[src/rtl/seg_scan_reader.sv]
`default_nettype none
// ============================================================================
//  Module   : seg_scan_reader
//  Purpose  : Reads a multiplexed seven-segment display bus back into BCD
//             codes, one nibble per digit position. A digit is captured only
//             after the bus has held the same select and pattern for
//             STABLE_CNT enabled samples. A pulse marks each completed frame,
//             meaning every digit has been captured once.
//  Ports    : clk          - clock, rising edge
//             rst_n        - synchronous active-low reset
//             sample_en    - sample strobe; the bus is evaluated only when high
//             seg[6:0]     - segments, bit 6 = A ... bit 0 = G, 1 = lit
//             digit_sel    - one-hot digit select
//             clear        - synchronous clear of captured data and flags
//             digits_out   - digit i in bits [4i+3:4i]; 4'hF = blank, 4'hE = bad
//             digit_valid  - digit i holds a recognised code
//             invalid_pat  - one-cycle pulse after an unrecognised capture
//             err_sticky   - set by any unrecognised capture
//             frame_done   - one-cycle pulse once all digits have been captured
//  Revision : 1.0 - initial release
// ============================================================================
module seg_scan_reader #(
   parameter int DIGITS     = 4,
   parameter int STABLE_CNT = 4
) (
   input  logic                  clk,
   input  logic                  rst_n,
   input  logic                  sample_en,
   input  logic [6:0]            seg,
   input  logic [DIGITS-1:0]     digit_sel,
   input  logic                  clear,
   output logic [4*DIGITS-1:0]   digits_out,
   output logic [DIGITS-1:0]     digit_valid,
   output logic                  invalid_pat,
   output logic                  err_sticky,
   output logic                  frame_done
);

   localparam logic [3:0] C_STABLE = 4'(STABLE_CNT);

   logic [DIGITS-1:0] last_sel;
   logic [6:0]        last_seg;
   logic [3:0]        cnt;
   logic [DIGITS-1:0] seen;

   logic              match;
   logic [3:0]        cnt_next;
   logic              capture;
   logic              sel_onehot;
   logic [3:0]        code;
   logic              code_ok;
   logic [DIGITS-1:0] seen_next;

   function automatic logic [3:0] decode(input logic [6:0] p);
      case (p)
         7'b1111110: decode = 4'd0;
         7'b0110000: decode = 4'd1;
         7'b1101101: decode = 4'd2;
         7'b1111001: decode = 4'd3;
         7'b0110011: decode = 4'd4;
         7'b1011011: decode = 4'd5;
         7'b1011111: decode = 4'd6;
         7'b1110010: decode = 4'd7;
         7'b1111111: decode = 4'd8;
         7'b1111011: decode = 4'd9;
         7'b0000000: decode = 4'hF;
         default:    decode = 4'hE;
      endcase
   endfunction

   always_comb begin
      match      = ({digit_sel, seg} == {last_sel, last_seg});
      // cnt never exceeds C_STABLE, so the saturation test also prevents wrap.
      cnt_next   = match ? ((cnt >= C_STABLE) ? C_STABLE : cnt + 4'd1) : 4'd1;
      // The !match term lets STABLE_CNT=1 capture every changed sample even
      // though the count is already sitting at 1 from the previous capture.
      capture    = sample_en && (cnt_next == C_STABLE) &&
                   ((cnt != C_STABLE) || !match);
      sel_onehot = (digit_sel != '0) &&
                   ((digit_sel & (digit_sel - DIGITS'(1))) == '0);
      code       = decode(seg);
      code_ok    = (code != 4'hE);
      seen_next  = seen | digit_sel;
   end

   always_ff @(posedge clk) begin
      if (!rst_n) begin
         last_sel    <= '0;
         last_seg    <= '0;
         cnt         <= '0;
         seen        <= '0;
         digits_out  <= '0;
         digit_valid <= '0;
         invalid_pat <= 1'b0;
         err_sticky  <= 1'b0;
         frame_done  <= 1'b0;
      end else begin
         invalid_pat <= 1'b0;
         frame_done  <= 1'b0;

         if (sample_en) begin
            last_sel <= digit_sel;
            last_seg <= seg;
            cnt      <= cnt_next;
         end

         if (clear) begin
            digits_out  <= '0;
            digit_valid <= '0;
            seen        <= '0;
            err_sticky  <= 1'b0;
            cnt         <= '0;
         end else if (capture && sel_onehot) begin
            for (int i = 0; i < DIGITS; i++) begin
               if (digit_sel[i]) begin
                  digits_out[4*i +: 4] <= code;
                  digit_valid[i]       <= code_ok;
               end
            end
            if (!code_ok) begin
               invalid_pat <= 1'b1;
               err_sticky  <= 1'b1;
            end
            // Completing the mask closes the frame and starts a fresh one;
            // captured digits stay visible.
            if (seen_next == '1) begin
               frame_done <= 1'b1;
               seen       <= '0;
            end else begin
               seen <= seen_next;
            end
         end
      end
   end

endmodule
`default_nettype wire

[config.mk]
export PLATFORM = sky130hd
export DESIGN_NAME = seg_scan_reader
export DESIGN_NICKNAME = d
export VERILOG_FILES = /design/src/rtl/seg_scan_reader.sv
export SDC_FILE = /design/constraint.sdc
export NUM_CORES = 1
export LEC_CHECK = 0
export ABC_AREA = 0
export CORE_MARGIN = 1
export CORE_UTILIZATION = 48
export DETAILED_ROUTE_END_ITERATION = 10
export PLACE_DENSITY = 0.8
export SYNTH_ARGS = -nofsm -noshare
export SYNTH_HDL_FRONTEND = slang
export SYNTH_SLANG_ARGS = --single-unit
[constraint.sdc]
create_clock -name clk -period 2.31 [get_ports clk]
set_clock_uncertainty 0.1 [all_clocks]
set_input_delay 0.231 -clock clk [delete_from_list [all_inputs] [get_ports clk]]
set_output_delay 0.231 -clock clk [all_outputs]
set_load 0.02 [all_outputs]
## Word-level counts from Yosys, hierarchy flattened

Cells that the tools add are included.

- Register bits: 42
- Logic and storage cells: 60

- Add/subtract/negate cells: 2
- Order comparisons: 1
- Equal/unequal tests: 15
- Mux-type cells: 6
- Bitwise operators: 5
- Reductions and logical operators: 16

Operators with widths:

| cell | count |
|---|---|
| $eq A7 B7 Y1 const B | 8 |
| $pmux W4 S11 | 1 |
| $eq A7 B6 Y1 const B | 2 |
| $mux W4 | 3 |
| $eq A11 B11 Y1 | 1 |
| $reduce_and A2 Y1 | 5 |
| $logic_not A7 Y1 | 1 |
| $add A4 B1 Y4 const B | 1 |
| $and A4 B4 Y4 | 1 |
| $eq A4 B3 Y1 const B | 1 |
| $eq A4 B4 Y1 const B | 1 |
| $ge A4 B3 Y1 const B | 1 |
| $logic_and A1 B1 Y1 | 4 |
| $logic_not A4 Y1 | 1 |
| $ne A4 B3 Y1 const B | 1 |
| $ne A4 B4 Y1 const B | 1 |
| $or A4 B4 Y4 | 1 |
| $reduce_bool A4 Y1 | 1 |
| $sub A4 B1 Y4 const B | 1 |
| $not A1 Y1 | 3 |
| $reduce_or A3 Y1 | 1 |
| $mux W1 | 2 |
| $reduce_or A2 Y1 | 1 |
| $logic_not A1 Y1 | 1 |
| $logic_or A1 B1 Y1 | 1 |

## Depth between registers and ports, before layout

Gate-level depths: netlist of run 1.

- Word-level depth: 9
- Mapped depth: 9

## Least setup slack after synthesis of run 1

Ideal clock, no wire load.

- Path kind: register -> register
- From: register cnt[0]
- To: register digit_valid[1]
- Library setup time: 0.132 ns
- Data arrival time: 1.986 ns
- Required time: 2.078 ns
- Setup slack: 0.091 ns
- Stages on the path, launching flop included: 10
- Clock period less this slack: 2.219 ns
- Cell sequence: dfxtp_1 -> inv_1 -> ha_1 -> and4bb_2 -> nor3_1 -> or4_1 -> buf_2 -> buf_2 -> o21ai_0 -> a21oi_1

- Cells in the longest elaborated chain, start to end: 8
- Elaborated cells between the ends (all ways): 11
- Those cells by class: add/sub (1); order compare (1); eq/ne (2); mux (2); reduce/logical (5)

RTL lines:

| item | line | source |
|---|---|---|
| start, declared | 43 | `logic [3:0] cnt;` |
| start signal, assigned | 104 | `cnt <= cnt_next;` |
| $add A4 B1 Y4 or $ge A4 B3 Y1 (tied branches) | 74 | `cnt_next = match ? ((cnt >= C_STABLE) ? C_STABLE : cnt + 4'd1) : 4'd1;` |
| $mux W4 (2 in series) | 74 |  |
| $eq A4 B3 Y1 | 77 | `capture = sample_en && (cnt_next == C_STABLE) &&` |
| $logic_and A1 B1 Y1 | 77 |  |
| $logic_and A1 B1 Y1 (*) | 77 |  |
| $logic_and A1 B1 Y1 (*) | 113 | `end else if (capture && sel_onehot) begin` |
| $reduce_and A2 Y1 (no source line) (*) | -- |  |
| end signal, assigned by index | 117 | `digit_valid[i] <= code_ok;` |
| end, declared | 33 | `output logic [DIGITS-1:0] digit_valid,` |

Mark *: on every way between the ends. The rest lies on a longest branch, timed or not.
A chain may end at the register's enable or synchronous reset.

## Worst setup path in the final report of run 1

- From: register cnt[0]
- To: register digits_out[8]

- Cells in the longest elaborated chain, start to end: 8
- Elaborated cells between the ends (all ways): 11
- Those cells by class: add/sub (1); order compare (1); eq/ne (2); mux (2); reduce/logical (5)

RTL lines:

| item | line | source |
|---|---|---|
| $add A4 B1 Y4 or $ge A4 B3 Y1 (tied branches) | 74 |  |
| $mux W4 (2 in series) | 74 |  |
| $eq A4 B3 Y1 | 77 |  |
| $logic_and A1 B1 Y1 | 77 |  |
| $logic_and A1 B1 Y1 (*) | 77 |  |
| $logic_and A1 B1 Y1 (*) | 113 |  |
| $reduce_and A2 Y1 (no source line) (*) | -- |  |
| end signal, assigned by index | 116 | `digits_out[4*i +: 4] <= code;` |
| end, declared | 32 | `output logic [4*DIGITS-1:0] digits_out,` |

Marked as above.

==> metrics.txt, run 1 <==
status=finished clean; Mapped Cells=250; min-delay src=err_sticky; CTS Sinks=42; gr busiest metal=met2; placed cell count=351; Syn Area/Cell=8.94 um2; r2r startpoint=cnt[0]; CP arrival=2.30 ns; Mapped Nets=267; die area=4940 um2; clk_lat worst skew=0.30 ns; nets=323; DRT Wirelength=5.44 mm; M3 GR Usage=5.77%; TritonRoute pass-1 iters=4; WS Path Type=reg -> reg; Worst-Margin Slew=0.479 ns; Int Power=1.16 mW; Final ANT Viol Nets=0; post-synth cell types=51; Final Total Pwr=1.55 mW; area of placed instances=2810 um2; hold_buf cts=0; Comb power frac=13.8%; GP Congestion=0.854; Tightest Hold Check Type=reg -> reg; number of global-route vias before repair=1982; largest net degree at the start of global routing=20; CTS Root Cell=clkbuf_8; final hold violations=0; WP data required=2.40 ns; diode count=0; DRC=0; Die Width=70.3 um; Critical Path Source=cnt[0]; max frequency=452 MHz; clock slew at reported path FFs=0.09 ns; sequential element share of the synthesized area=37.6%; IO Count=38; Leak Pwr=1.04 nW; Setup-failing EPs final=0; WHS=0.355 ns; commonest non-fill, non-tap cells in the layout=dfxtp_1, clkdlybuf4s50_1, buf_4; layout cell share with drive strength beyond 1=16.9%; ys flop type=dfxtp_1; Num CTS Buffers=5; Slew HR=67.6%; total gr overflow=0; core area=4410 um2; max-slew violation count=0; type of origin of the critical path=flop; clock tree buffer depth=2; initial antenna violation count=0; pwr/cell area=526 nW/um2; GRT Overall Usage=22.9%; routing usage on met1=27.4%; die extent in y=70.3 um; HPWL Detailed=4.03 mm; vias per inst=5.84; period utilization=95.8%; Psw=0.387 mW; CP max FO=15; Synthesis Warnings=0; Critical Path Sink Type=flop; Max Cap Viol=0; number of synthesized flops with an enable pin=0; synthesized flop and latch total=42; RSZ-0062 raised after global routing=false; clock share of power=38.1%; TritonCTS clock tree=built; area added between synthesis and finish=31.4%; Peak VDD IR=0.287 mV; Final Cell Area=2940 um2; switching portion of total power=25.0%; H-Tree Level Count=2; Routed WL per cell=15.1 um; Synth Cell Area=2240 um2; Seq pwr share=48.1%; # rows=24; GR Util met2=40.3%; min Tclk post-route=2.21 ns; starting density of the core=50.7%; vias post-DR=2098; Sum Neg Setup Slack=0 ns; Initial DRC Count=167; global-route wire length before repair=8.99 mm; IO Port Bufs=37; Non-Filler Instances=359; leading cell type in the layout, fill and taps excluded=dfxtp_1; ys async rst share=0%
==> routing by layer <==
layer	wire length, um	vias up
met2	2670	66
met1	2400	979
met3	264	15
met5	0	-
li1	-	1038
met4	108	0
==> registers in the layout, summed over array words and instances, names as in the netlist <==
name / cells
digits_out: 16
last_seg: 7
cnt: 4
digit_valid: 4
last_sel: 4
seen: 4
err_sticky: 1
frame_done: 1
invalid_pat: 1
==> layout make-up <==
cell class,instances,area [um2]
Fill cell,381,1480
Timing Repair Buffer,70,622
Multi-Input combinational cell,184,1280
Inverter,3,11.3
Clock buffer,5,68.8
Sequential cell,42,843
Clock inverter,3,45.0
Tap cell,52,65.1
==> kinds of logic (layout without fill, tap and decap cells) <==
| logic type | count (synthesis) | in the layout | synth area share, % |
|---|---|---|---|
| DFF | 42 | 42 | 37.6 |
| adders and majority gates | 2 | 2 | 1.12 |
| buffers and inverters | 24 | 81 | 5.43 |
| AOI/OAI and AO/OA | 78 | 78 | 21.5 |
| xor gates and xnor gates | 14 | 14 | 6.16 |
| and+or+nand+nor | 79 | 79 | 23.3 |
| muxes | 11 | 11 | 4.92 |
==> worst paths after layout <==
| check | to | slack (ns) | cells past startpoint |
|---|---|---|---|
| worst min-delay path | err_sticky | 0.36 | 2 |
| worst max register to register | digits_out[8] | 0.1 | 8 |
| worst min register to register | err_sticky | 0.36 | 2 |
| worst max-delay path | digits_out[8] | 0.1 | 8 |
==> critical path, stage by stage (launching register included) <==
cell,delay (ns)
dfxtp_2,0.33
inv_1,0.05
ha_1,0.29
and4bb_2,0.33
nor3_1,0.07
or4_4,0.50
buf_6,0.17
o21ai_0,0.19
a21oi_1,0.08
==> power by group through the flow <==
stage / registers [mW] / logic [mW] / clock network (mW)
floorplan: 0.760 / 0.128 / 0
global placement: 0.761 / 0.204 / 0
detailed placement: 0.761 / 0.208 / 0
CTS: 0.744 / 0.209 / 0.597
global route: 0.746 / 0.229 / 0.623
finish: 0.744 / 0.213 / 0.589
==> per-stage QoR <==
stage          setup slack (ns)  util [%]
2_1_floorplan            0.0914         -
3_3_place_gp            -0.0122      63.6
3_5_place_dp            -0.0351      63.6
4_1_cts                  0.0250      66.2
5_1_grt                  0.0167      66.6
6_report                 0.0964      66.6
==> what timing repair did <==
| action | CTS | global route |
|---|---|---|
| gates resized for setup | 0 | 11 |
| setup endpoints to repair | 0 | 24 |
| setup buffers | 0 | 0 |
==> synth_stat cells (all sizes together), types with 6 or more instances <==
cell type / number / area [um2]
nand3: 6 / 30.0
nand4: 11 / 68.8
clkbuf: 9 / 33.8
o21ai: 22 / 110
nor2: 10 / 37.5
dfxtp: 42 / 841
a21oi: 23 / 115
xnor2: 13 / 129
nor2b: 12 / 75.1
o211ai: 8 / 60.1
buf: 12 / 76.3
mux2i: 11 / 110
Note: power is estimated with default switching activity, not from simulation.
==> run 2, diff against run 1 <==
--- a/config.mk
+++ b/config.mk
@@ -6,7 +6,8 @@
 export NUM_CORES = 1
 export LEC_CHECK = 0
 export ABC_AREA = 0
-export CORE_MARGIN = 1
+export CORE_ASPECT_RATIO = 2
+export CORE_MARGIN = 2
 export CORE_UTILIZATION = 48
 export DETAILED_ROUTE_END_ITERATION = 10
 export PLACE_DENSITY = 0.8
==> run 2 against run 1 <==
Routed wire length increased by 7.4%. Critical path depth decreased by 1. Setup slack better by 0.0087 ns. Fmax grew 0.39%. Non-clock buffer count decreased by 4. Cell area decreased by 0.64%. Core utilization fell by 2.5 points. Via count is 1.2% lower. Combinational power barely moved. Count of clock-buffer cells in the layout is the same. Critical path type unchanged.
==> metrics.txt, run 2 (synthesized netlist as in run 1, its figures left out) <==
status=finished clean (unchanged); largest net degree at the start of global routing=27 (was 20); core area=4550 um2 (was 4410 um2); Tightest Hold Check Type=reg -> reg (unchanged); die extent in y=101 um (was 70.3 um); Worst-Margin Slew=0.623 ns (was 0.479 ns); Setup-failing EPs final=0 (unchanged); vias per inst=5.79 (was 5.84); DP Worst Slack=-0.0659 ns (was -0.0351 ns); Slew HR=58.1% (was 67.6%); HPWL Detailed=4.44 mm (was 4.03 mm); max FFs per register=16 (unchanged); area of placed instances=2800 um2 (was 2810 um2); leading cell type in the layout, fill and taps excluded=dfxtp_1 (unchanged); DRC=0 (unchanged); r2r startpoint=cnt[0] (unchanged); clk_lat worst skew=0.30 ns (about the same); TritonCTS clock tree=built (unchanged); diode count=0 (unchanged); IO Count=38 (unchanged); IO Port Bufs=37 (unchanged); worst reg-to-reg setup slack=0.11 ns (was 0.1 ns); min-delay src=seen[1] (was err_sticky); Num CTS Buffers=5 (unchanged); M3 GR Usage=3.86% (was 5.77%); # rows=35 (was 24); clock tree buffer depth=2 (unchanged); initial antenna violation count=0 (unchanged); routing usage on met1=23.0% (was 27.4%); area of the multi-input gates=1280 um2 (about the same); RR Endpoint=frame_done (was digits_out[8]); Die Width=52.3 um (was 70.3 um); FF-to-FF path depth=7 (was 8); CP arrival=2.32 ns (was 2.30 ns); nets=319 (was 323); commonest non-fill, non-tap cells in the layout=dfxtp_1, clkdlybuf4s50_1, buf_4 (unchanged); slack of the critical path=0.105 ns (was 0.0964 ns); Final Core Density=64.1% (was 66.6%); layout cell share with drive strength beyond 1=15.5% (was 16.9%); max frequency=454 MHz (was 452 MHz); GR Util met2=45.4% (was 40.3%); gr busiest metal=met2 (unchanged); global-route wire length before repair=9.40 mm (was 8.99 mm); Top Registers=digits_out (16), last_seg (7) (unchanged); Sum Neg Setup Slack=0 ns (unchanged); Critical Path Sink Type=flop (unchanged); vias post-DR=2073 (was 2098); CTS Root Cell=clkbuf_8 (unchanged); final hold violations=0 (unchanged); Routed WL per cell=16.3 um (was 15.1 um); Final Total Pwr=1.54 mW (was 1.55 mW); total gr overflow=0 (unchanged); clock slew at reported path FFs=0.08 ns (was 0.09 ns); area added between synthesis and finish=30.6% (was 31.4%); DRT Wirelength=5.84 mm (was 5.44 mm); WS Path Type=reg -> reg (unchanged); fill cell count=419 (was 381); worst hold stages=1 (was 2); GP Congestion=0.926 (was 0.854); max-slew violation count=0 (unchanged); Worst Hold End=seen[1] (was err_sticky); CTS Sinks=42 (unchanged); starting density of the core=49.1% (was 50.7%); Max Cap Viol=0 (unchanged); Most flops, register=digits_out (unchanged); Final Cell Area=2920 um2 (was 2940 um2); GRT Overall Usage=24.2% (was 22.9%); type of origin of the critical path=flop (unchanged); die area=5250 um2 (was 4940 um2); Final ANT Viol Nets=0 (unchanged); Initial DRC Count=60 (was 167); Register Area=842 um2 (was 843 um2); TritonRoute pass-1 iters=4 (unchanged); min Tclk post-route=2.20 ns (was 2.21 ns); H-Tree Level Count=2 (unchanged); period utilization=95.4% (was 95.8%); Peak VDD IR=0.477 mV (was 0.287 mV); number of global-route vias before repair=2076 (was 1982); Leak Pwr=1.03 nW (was 1.04 nW); pwr/cell area=527 nW/um2 (was 526 nW/um2); CP max FO=2 (was 15); WP data required=2.42 ns (was 2.40 ns)
run 2: how the worst max path moves through the flow:
stage,from,endpoint,slack (ns),cells past startpoint
global route,cnt[0],frame_done,-0.006,7
floorplan,cnt[0],digit_valid[1],0.09,9
detailed placement,seg[2],digits_out[1],-0.07,7
CTS,cnt[1],invalid_pat,0.01,7
finish,cnt[0],frame_done,0.11,7
global placement,seg[5],digits_out[1],-0.02,7
run 2: report_power, final:
group | internal (mW) | switching (mW)
clock network | 0.318 | 0.263
logic | 0.100 | 0.113
registers | 0.735 | 0.00869
run 2: area by class of cell:
cell class | instances | area share [%]
multi-input combinational | 184 | 44.0
sequential | 42 | 28.8
timing repair buffer | 66 | 20.7
clock buffer | 5 | 2.36
tap | 55 | 2.36
clock inverter | 3 | 1.37
inverter | 3 | 0.386
run 2: what timing repair did:
item | 4_1_cts | 5_1_grt
gates resized for setup | 0 | 18
hold buffers | 0 | 0
buffers inserted | 0 | 0
endpoints found under the setup margin | 0 | 26
run 2: metrics by stage:
step | cells | hold slack [ns]
after floorplan | 250 | 0.259
after global placement | 350 | 0.352
after detailed placement | 350 | 0.354
after CTS | 358 | 0.377
after global routing | 358 | 0.386
final | 358 | 0.376
run 2: per-layer routing:
layer	part of all wire [%]	vias to the layer above	wire [um]
met5	0	-	0
met4	5.2	0	305
met3	2.7	21	160
met2	56	66	3290
met1	36	957	2080
li1	-	1029	-
run 2: critical path, cell delays in order, from the launching register on:
cell and delay, ns:
dfxtp_1 0.33, inv_1 0.06, ha_1 0.30, and4bb_2 0.32
nor3_1 0.06, or4_4 0.49, nand2b_4 0.17, nor4_2 0.28
==> run 3, diff against run 2 <==
--- a/config.mk
+++ b/config.mk
@@ -8,9 +8,10 @@
 export ABC_AREA = 0
 export CORE_ASPECT_RATIO = 2
 export CORE_MARGIN = 2
-export CORE_UTILIZATION = 48
+export CORE_UTILIZATION = 53
 export DETAILED_ROUTE_END_ITERATION = 10
-export PLACE_DENSITY = 0.8
+export GPL_ROUTABILITY_DRIVEN = 0
+export PLACE_DENSITY = 0.84
 export SYNTH_ARGS = -nofsm -noshare
 export SYNTH_HDL_FRONTEND = slang
 export SYNTH_SLANG_ARGS = --single-unit
==> constraint.sdc (replaced) <==
create_clock -name clk -period 2.1 [get_ports clk]
set_clock_uncertainty 0.1 [all_clocks]
set_input_delay 0.21 -clock clk [delete_from_list [all_inputs] [get_ports clk]]
set_output_delay 0.21 -clock clk [all_outputs]
set_load 0.02 [all_outputs]
==> run 3 against run 2 <==
Cell area grew 7.0%. Register-to-register slack lost 0.08 ns. Setup slack lost 0.085 ns. Clock power grew 8.1%. Core utilization grew 12 points. Critical path depth grew 3. Critical endpoint is now digits_out[5].
==> metrics.txt, run 3 (synthesized netlist as in run 1, its figures left out) <==
routing usage on met1=25.5% (was 23.0%); nets=331 (was 319); commonest non-fill, non-tap cells in the layout=dfxtp_1, clkdlybuf4s50_1, buf_4 (unchanged); vias per inst=6.13 (was 5.79); total gr overflow=0 (unchanged); # rows=33 (was 35); RSZ-0062 raised after global routing=true; TritonCTS clock tree=built (unchanged); M3 GR Usage=4.35% (was 3.86%); clk_lat worst skew=0.30 ns (about the same); number of global-route vias before repair=2176 (was 2076); Top Registers=digits_out (16), last_seg (7) (unchanged); Tightest Hold Check Type=reg -> reg (unchanged); DRC=0 (unchanged); Num CTS Buffers=5 (unchanged); max-slew violation count=0 (unchanged); layout cell share with drive strength beyond 1=23.5% (was 15.5%); CP max FO=6 (was 2); CTS Sinks=42 (unchanged); WHS=0.374 ns (was 0.376 ns); Initial DRC Count=62 (was 60); diode count=0 (unchanged); pwr/cell area=545 nW/um2 (was 527 nW/um2); Slew HR=73.8% (was 58.1%); final hold violations=0 (unchanged); Worst-Margin Slew=0.391 ns (was 0.623 ns); area added between synthesis and finish=39.7% (was 30.6%); initial antenna violation count=0 (unchanged); Final Cell Area=3120 um2 (was 2920 um2); max frequency=481 MHz (was 454 MHz); starting density of the core=54.7% (was 49.1%); HPWL Detailed=4.45 mm (was 4.44 mm); clock slew at reported path FFs=0.08 ns (about the same); Routed WL per cell=17.1 um (was 16.3 um); Most flops, register=digits_out (unchanged); IO Port Bufs=37 (unchanged); H-Tree Level Count=2 (unchanged); min Tclk post-route=2.08 ns (was 2.20 ns); vias post-DR=2251 (was 2073); Setup-failing EPs final=0 (unchanged); largest net degree at the start of global routing=22 (was 27); IO Count=38 (unchanged); GRT Overall Usage=27.0% (was 24.2%); CP arrival=2.20 ns (was 2.32 ns); Leak Pwr=1.10 nW (was 1.03 nW); die area=4790 um2 (was 5250 um2); CTS Root Cell=clkbuf_8 (unchanged); die extent in y=95.9 um (was 101 um); Max Cap Viol=0 (unchanged); Die Width=49.9 um (was 52.3 um); WS Path Type=reg -> reg (unchanged); status=finished clean (unchanged); area of placed instances=2850 um2 (was 2800 um2); leading cell type in the layout, fill and taps excluded=dfxtp_1 (unchanged); Final ANT Viol Nets=0 (unchanged); WP data required=2.22 ns (was 2.42 ns); type of origin of the critical path=flop (unchanged); DRT Wirelength=6.26 mm (was 5.84 mm); period utilization=99.0% (was 95.4%); fill cell count=284 (was 419); max FFs per register=16 (unchanged); TritonRoute pass-1 iters=5 (was 4); global-route wire length before repair=9.83 mm (was 9.40 mm); clock tree buffer depth=2 (unchanged); Critical Path Sink Type=flop (unchanged); core area=4090 um2 (was 4550 um2); GR Util met2=50.8% (was 45.4%); gr busiest metal=met2 (unchanged); Peak VDD IR=0.532 mV (was 0.477 mV)
-- run 3: cell types whose count changed in the layout (fill, tap and decap cells not counted), sizes merged --
cell / change
buf: +10
clkbuf: +4
clkinv: -2
-- run 3: critical path, stage by stage (launching register included) --
cell,delay [ns]
dfxtp_2,0.35
inv_2,0.05
ha_4,0.26
and4bb_2,0.23
o31ai_2,0.17
buf_4,0.15
nor4_4,0.03
buf_6,0.15
clkbuf_16,0.15
and2_4,0.13
a211oi_1,0.21
-- run 3: per-layer routing --
layer,routed length [um],up-vias
li1,-,1065
met1,2150,1058
met2,3450,95
met3,252,33
met4,412,0
met5,0,-
-- run 3: final timing paths --
| kind | cells past startpoint | endpoint | from | slack, ns |
|---|---|---|---|---|
| max reg2reg | 10 | digits_out[5] | cnt[0] | 0.02 |
| min reg2reg | 1 | seen[1] | seen[1] | 0.37 |
| max | 10 | digits_out[5] | cnt[0] | 0.02 |
| min | 1 | seen[1] | seen[1] | 0.37 |
-- run 3: per-stage QoR --
step	instances	setup WS [ns]	utilization, %	power [mW]	setup TNS, ns
2_1_floorplan	250	0.000711	-	0.978	0
3_3_place_gp	356	-0.186	69.7	1.07	-3.50
3_5_place_dp	356	-0.230	69.7	1.08	-4.90
4_1_cts	365	0.00845	73.3	1.69	0
5_1_grt	367	-0.0322	76.4	1.76	-0.153
6_report	367	0.0204	76.4	1.70	0
-- run 3: what timing repair did --
item,in CTS,in global routing
hold buffers,0,0
gates resized for setup,9,24
endpoints found under the setup margin,24,21
buffers inserted,1,0
pin swaps,4,5
gates cloned,0,2
-- run 3: report_power, final --
part,internal (mW),leakage (nW),total [mW],switching [mW]
logic,0.119,0.711,0.255,0.135
clock network,0.356,0.0524,0.628,0.272
registers,0.809,0.341,0.819,0.00991
-- run 3: final cells by class --
cell class	count	area, um2	area share, %
Clock buffer	7	76.3	2.44
Clock inverter	1	30.0	0.961
Inverter	3	11.3	0.360
Timing Repair Buffer	78	736	23.5
Tap cell	52	65.1	2.08
Multi-Input combinational cell	184	1360	43.6
Sequential cell	42	843	27.0
